File: src/rtl/mem_stage_pkg.sv
// Shared bus widths and field layouts for the EXE->MEM->WB boundary of the pipeline.
// Latency: n/a (types and constants only).
// Backpressure: n/a.
// Widths match the values exe_stage and wb_stage are built with; keep them in step.
package mem_stage_pkg;

  localparam int ES_TO_MS_BUS_WD = 71;
  localparam int MS_TO_WS_BUS_WD = 70;
  localparam int STALL_BUS_WD    = 6;
  localparam int FORWARD_BUS_WD  = 33;

  // Instruction as handed over by EXE.
  typedef struct packed {
    logic        res_from_mem;
    logic        gr_we;
    logic [4:0]  dest;
    logic [31:0] alu_result;
    logic [31:0] pc;
  } es_to_ms_t;

  // Instruction as handed on to WB.
  typedef struct packed {
    logic        gr_we;
    logic [4:0]  dest;
    logic [31:0] final_result;
    logic [31:0] pc;
  } ms_to_ws_t;

  // Register-write hazard info for ID's interlock.
  typedef struct packed {
    logic       vld;
    logic [4:0] dest;
  } stall_t;

  // Bypass value for ID's operand forwarding.
  typedef struct packed {
    logic        vld;
    logic [31:0] dat;
  } forward_t;

endpackage

File: src/rtl/mem_stage.sv
// Memory-access pipeline stage: picks ALU result or SRAM load data and hands it to WB.
// Latency: 1 cycle from EXE transfer to ms_to_ws_valid; loads take no extra cycle.
// Backpressure: holds one instruction while ws_allowin=0 (ms_allowin drops); load data is buffered so it survives the stall.
//
// Ports:
//   clk, reset                     clock; synchronous active-high reset
//   ws_allowin / ms_allowin        WB can accept / MEM can accept this cycle
//   es_to_ms_valid, es_to_ms_bus   instruction from EXE {res_from_mem, gr_we, dest, alu_result, pc}
//   ms_to_ws_valid, ms_to_ws_bus   instruction to WB {gr_we, dest, final_result, pc}
//   stall_ms_bus                   {ms_valid && gr_we, dest} to ID
//   forward_ms_bus                 {ms_valid && gr_we, final_result} to ID
//   data_sram_rdata                SRAM read data for the address EXE drove last cycle
module mem_stage
  import mem_stage_pkg::*;
(
  input  logic                       clk,
  input  logic                       reset,
  input  logic                       ws_allowin,
  output logic                       ms_allowin,
  input  logic                       es_to_ms_valid,
  input  logic [ES_TO_MS_BUS_WD-1:0] es_to_ms_bus,
  output logic                       ms_to_ws_valid,
  output logic [MS_TO_WS_BUS_WD-1:0] ms_to_ws_bus,
  output logic [STALL_BUS_WD-1:0]    stall_ms_bus,
  output logic [FORWARD_BUS_WD-1:0]  forward_ms_bus,
  input  logic [31:0]                data_sram_rdata
);

  logic        ms_valid;
  logic        ms_ready_go;
  logic        ms_first;
  logic        es_fire;
  es_to_ms_t   ms_inst;
  logic [31:0] rdata_buf;
  logic [31:0] mem_rdata;
  logic [31:0] final_result;
  logic        wr_vld;
  ms_to_ws_t   ws_dat;
  stall_t      stall_dat;
  forward_t    fwd_dat;

  // ---------------------------------------------------------------------------
  // Handshake
  // ---------------------------------------------------------------------------
  assign ms_ready_go    = 1'b1;
  assign ms_allowin     = !ms_valid || (ms_ready_go && ws_allowin);
  assign ms_to_ws_valid = ms_valid && ms_ready_go;
  assign es_fire        = es_to_ms_valid && ms_allowin;

  always_ff @(posedge clk) begin
    if (reset) begin
      ms_valid <= 1'b0;
    end else if (ms_allowin) begin
      ms_valid <= es_to_ms_valid;
    end
  end

  // ---------------------------------------------------------------------------
  // Instruction register
  // ---------------------------------------------------------------------------
  always_ff @(posedge clk) begin
    if (reset) begin
      ms_inst <= '0;
    end else if (es_fire) begin
      ms_inst <= es_to_ms_bus;
    end
  end

  // ms_first marks the one cycle in which the SRAM output belongs to the
  // instruction just received; the read was launched as it left EXE.
  always_ff @(posedge clk) begin
    if (reset) begin
      ms_first <= 1'b0;
    end else begin
      ms_first <= es_fire;
    end
  end

  // ---------------------------------------------------------------------------
  // Load data hold
  // ---------------------------------------------------------------------------
  // The SRAM output moves on once EXE issues its next access, so the data is
  // captured on the first cycle and served from the buffer for the rest of
  // any WB stall.
  always_ff @(posedge clk) begin
    if (reset) begin
      rdata_buf <= '0;
    end else if (ms_first) begin
      rdata_buf <= data_sram_rdata;
    end
  end

  assign mem_rdata    = ms_first ? data_sram_rdata : rdata_buf;
  assign final_result = ms_inst.res_from_mem ? mem_rdata : ms_inst.alu_result;

  // ---------------------------------------------------------------------------
  // Output buses
  // ---------------------------------------------------------------------------
  assign wr_vld = ms_valid && ms_inst.gr_we;

  always_comb begin
    ws_dat              = '0;
    ws_dat.gr_we        = ms_inst.gr_we;
    ws_dat.dest         = ms_inst.dest;
    ws_dat.final_result = final_result;
    ws_dat.pc           = ms_inst.pc;
  end

  always_comb begin
    stall_dat      = '0;
    stall_dat.vld  = wr_vld;
    stall_dat.dest = ms_inst.dest;
  end

  always_comb begin
    fwd_dat     = '0;
    fwd_dat.vld = wr_vld;
    fwd_dat.dat = final_result;
  end

  assign ms_to_ws_bus   = ws_dat;
  assign stall_ms_bus   = stall_dat;
  assign forward_ms_bus = fwd_dat;

endmodule
File: config.mk
export PLATFORM = sky130hd
export DESIGN_NAME = mem_stage
export DESIGN_NICKNAME = d
export VERILOG_FILES = /design/src/rtl/mem_stage_pkg.sv /design/src/rtl/mem_stage.sv
export SDC_FILE = /design/constraint.sdc
export NUM_CORES = 1
export LEC_CHECK = 0
export CORE_AREA = 2 2 114 116
export DETAILED_ROUTE_END_ITERATION = 10
export DIE_AREA = 0 0 116 118
export PLACE_DENSITY = 0.79
export SYNTH_ARGS = -nofsm -noshare
export SYNTH_HDL_FRONTEND = slang
export SYNTH_SLANG_ARGS = --single-unit
File: constraint.sdc
create_clock -name clk -period 1.7 [get_ports clk]
set_clock_uncertainty 0.15 [all_clocks]
set_input_delay 0.425 -clock clk [delete_from_list [all_inputs] [get_ports clk]]
set_output_delay 0.425 -clock clk [all_outputs]
set_load 0.01 [all_outputs]
* Word-level counts from Yosys, hierarchy flattened
Cells that the tools add are included.
Cells by class: add/sub/neg operators 0, multiply operators 0, divide/modulo/power cells 0, $lt $le $gt $ge 0, equal/unequal tests 0, shift-type cells 0, multiplexer cells 2, bitwise operators 0, reductions and logical operators 4
Operator list (count):
- $mux 32 | 2
- $logic_and 1x1->1 | 2
- $logic_not 1->1 | 1
- $logic_or 1x1->1 | 1
Word-level totals: register bits 105, bits in latches 0, bits in writable memories 0, ROM bits 0, input bits 107, output and inout bits 111, memories 0

* Longest topological paths before layout
word-level depth 3, depth in mapped cells 6, gate-level depth less buffers 3

* Worst setup path before layout
No wires, ideal clock.
path type reg2out, start reg ms_inst[70] (netlist bit), end out ms_to_ws_bus[46], arrival time 1242 ps, required time 1125 ps, setup slack -117 ps, cell stages (with the launch flop) 6, buffers on the path 3, path through dfxtp_1 -> buf_2 -> buf_1 -> nor2_1 -> a21oi_1 -> buf_4
Between the ends: cells in the longest elaborated chain, start to end 1
Ends and longest elaborated chain:
- start: declaration | RTL line mem_stage.sv:33 | es_to_ms_t ms_inst;
- start signal: assignment | RTL line mem_stage.sv:65 | ms_inst <= es_to_ms_bus;
- $mux 32 | RTL line mem_stage.sv:94 | assign final_result = ms_inst.res_from_mem ? mem_rdata : ms_inst.alu_result;
- end: declaration | RTL line mem_stage.sv:23 | output logic [MS_TO_WS_BUS_WD-1:0] ms_to_ws_bus,
No other way between the ends.

* Worst setup path in the final report
start reg ms_first, end out forward_ms_bus[4]
Between the ends: cells in the longest elaborated chain, start to end 2
Ends and longest elaborated chain:
- start: declaration | RTL line mem_stage.sv:31 | logic ms_first;
- start signal: assignment | RTL line mem_stage.sv:75 | ms_first <= es_fire;
- $mux 32
- $mux 32 | RTL line mem_stage.sv:94
- end: declaration | RTL line mem_stage.sv:25 | output logic [FORWARD_BUS_WD-1:0] forward_ms_bus,
No other way between the ends.

==> metrics <==
status=finished, violations left; violated checks=setup timing; initial antenna violation count=0; Slew HR=0.773; VDD IR max=roughly 400 uV; CTS root buffer=clkbuf_16; RSZ-0062 raised after global routing=true; Req. time, crit path=1.12 ns; floorplan row count=41; hold depth=3; GRT Residual Overflow=0; Skew-Pair Late Insertion Delay=between 0.3 and 0.4 ns; syn nets=691; DR top layer=met4; share of cells above drive strength 1=0.283; reg2reg end=ms_inst[50]; PD cells=786 mW/mm2; largest net degree at the start of global routing=95; Synth top area share=0.403; CTS tree=built; final-report hold violation count=0; I/O pins=218; via count=roughly 4600; Die ar.=0.0137 mm2; reg2reg start=ms_to_ws_valid; diode count=0; final core occ=0.624; ys async rst share=0; post-synthesis sequential area ratio=0.403; slowest CP cell=dfxtp_4; YS warnings=0; Startpoint Class=register; met1 WL=5720 um; main area contributors after synthesis=dfxtp_1 40%, a21bo_1 14%, buf_4 12%; cell family with most CP delay=buffers and inverters; Starting Density=0.421; most used cell, CP=buf_12; TritonCTS buffer count=9; fmax=446 MHz; IO Port Bufs=217; Synth Area per Inst=around 9 um2; critical path, cell by cell=buf_12 > buf_12 > buf_8 > buf_4 > mux2i_4 > a21oi_2 > buf_2; most frequent cell after synthesis=dfxtp_1; WL/cell=15.7 um; fin crit period=2.24 ns; leakage power=~0.0032 uW; Placement Cell Area=0.00719 mm2; first-pass GRT wire length=21700 um; Final HPWL DP=approximately 9300 um; EDFF count, synth=0; Hold Crit Class=primary input to register; hold worst-path end=rdata_buf[31]; drt total wl=roughly 14000 um; GRT Util Overall=0.197; fin worst setup slack=-0.540 ns; Area Overhead vs Synth=48.4%; TritonRoute pass-1 iters=6; Via density=roughly 5; R2R Setup Slk=approximately 0.25 ns; pre-CTS WS=-0.692 ns; Netlist Area Pre-Place=0.00522 mm2; Clock Pin Slew Worst Setup and Hold Paths=~0.070 ns; Die Ht=118 um; number of nets in the layout=839; most frequent cells after synthesis=105 x dfxtp_1, 99 x a21oi_1, 82 x buf_4; fin crit share=1.32; clk buf depth=2; Worst Path Buf+Inv=5; worst r2r path cells=5; Clock Sink Count=105; fill cell count=around 1000; arrival time worst endpoint=around 1.7 ns; vias in the first global route=about 4400; routability cong.=0.768; max_cap viols=0; Most used DFF post-synth=dfxtp_1; ANT nets after route=0; Post-Synthesis Cells=584; synth unique cells=17; Core ar.=0.0124 mm2; leading area contributor after synthesis=dfxtp_1; htree depth=3; design area=0.00775 mm2; met2 wire len=7160 um; met3 wire length=941 um; endpoint type of the worst setup path=output pin; Worst Tran Pin Value=around 0.34 ns; CP max stage delay=between 0.3 and 0.4 ns; DR iter-0 viols=roughly 220; CP max FO=5; die width=116 um; count of state elements after synthesis=about 110; Final setup viols=64; HP Start=data_sram_rdata[31]; fin. max-slew vios=0; Crit Path Category=register to output pin; # DRC=0
==> per-layer routing <==
| layer | GRT usage | vias to the layer above |
|---|---|---|
| met5 | 0 | - |
| met4 | 0.0908 | 0 |
| met3 | 0.0427 | 29 |
| met2 | 0.331 | 169 |
| met1 | 0.236 | 2143 |
| li1 | - | 2214 |
==> worst register-to-register path, cell delays in order, from the launching register on <==
cell and delay (ns):
dfxtp_4 0.36, nand2b_4 0.07, buf_4 0.17, buf_6 0.32
a21bo_1 0.20, a21oi_1 0.06
==> logic make-up (layout without fill, tap and decap cells) <==
group / after synthesis / count (layout) / share of synthesized area
AOI/OAI and AO/OA: 175 / 175 / 0.239
and+or+nand+nor: 139 / 139 / 0.118
buffers and inverters: 133 / 285 / 0.179
DFF: 105 / 105 / 0.403
muxes: 32 / 32 / 0.0613
==> cell usage in the layout, fill, tap and decap left out <==
cell	instances
buf_12	12
a21bo_1	71
nor2_1	65
nand3_1	71
buf_6	11
dlymetal6s2s_1	1
buf_8	3
inv_1	1
dfxtp_4	3
mux2i_4	30
clkbuf_16	11
clkdlybuf4s50_1	102
dfxtp_1	102
clkbuf_8	1
dlygate4sd2_1	45
buf_16	1
clkdlybuf4s15_2	2
mux2i_2	2
buf_2	63
a21oi_2	37
a21oi_1	67
nand2_1	1
clkinvlp_4	1
buf_4	27
nand2b_4	1
and2_4	1
clkinv_2	2
clkbuf_1	2
==> power by group <==
group	internal, uW	total, uW	switching [uW]
registers	2600	2680	84.9
logic	816	1500	683
clock network	1020	1910	888
total	4430	6090	1660
==> state kept, by name (all words and copies together) (netlist names) <==
register and flops:
ms_first 1, ms_to_ws_valid 1, ms_inst 33, rdata_buf 32, ms_to_ws_bus 38
==> worst max path at each step <==
stage | startpoint | end | slack (ns) | depth (start not counted)
after floorplan | ms_first | ms_to_ws_bus[43] | 0.003 | 5
after global placement | data_sram_rdata[31] | forward_ms_bus[31] | -0.72 | 5
after detailed placement | data_sram_rdata[31] | forward_ms_bus[31] | -0.69 | 5
after CTS | ms_first | ms_to_ws_bus[57] | -0.71 | 4
after global routing | ms_first | ms_to_ws_bus[41] | -0.63 | 7
final | ms_first | forward_ms_bus[4] | -0.54 | 7
==> metrics by stage <==
step / cells / TNS (ns) / hold slack [ns] / power, uW
after floorplan: 584 / 0 / 0.306 / 3610
after global placement: 864 / -57.20 / 0.336 / 4190
after detailed placement: 864 / -60.67 / 0.340 / 4230
after CTS: 890 / -32.70 / 0.357 / 6110
final: 908 / -28.52 / 0.372 / 6090
after global routing: 908 / -32.51 / 0.396 / 6360
==> layout make-up <==
class,count,area (um2),share of cell area
Clock buffer,12,246,0.0318
Clock inverter,3,17.5,0.00226
Inverter,1,3.75,0.000484
Multi-Input combinational cell,346,2700,0.348
Sequential cell,105,2110,0.273
Tap cell,172,215,0.0278
Timing Repair Buffer,269,2450,0.317
==> timing repair <==
action,CTS,global route
gates resized for setup,246,102
pin swaps,6,28
hold buffers,0,0
setup endpoints to repair,134,119
setup buffers,12,17
gates cloned,0,2
(Power assumes the default switching activity.)
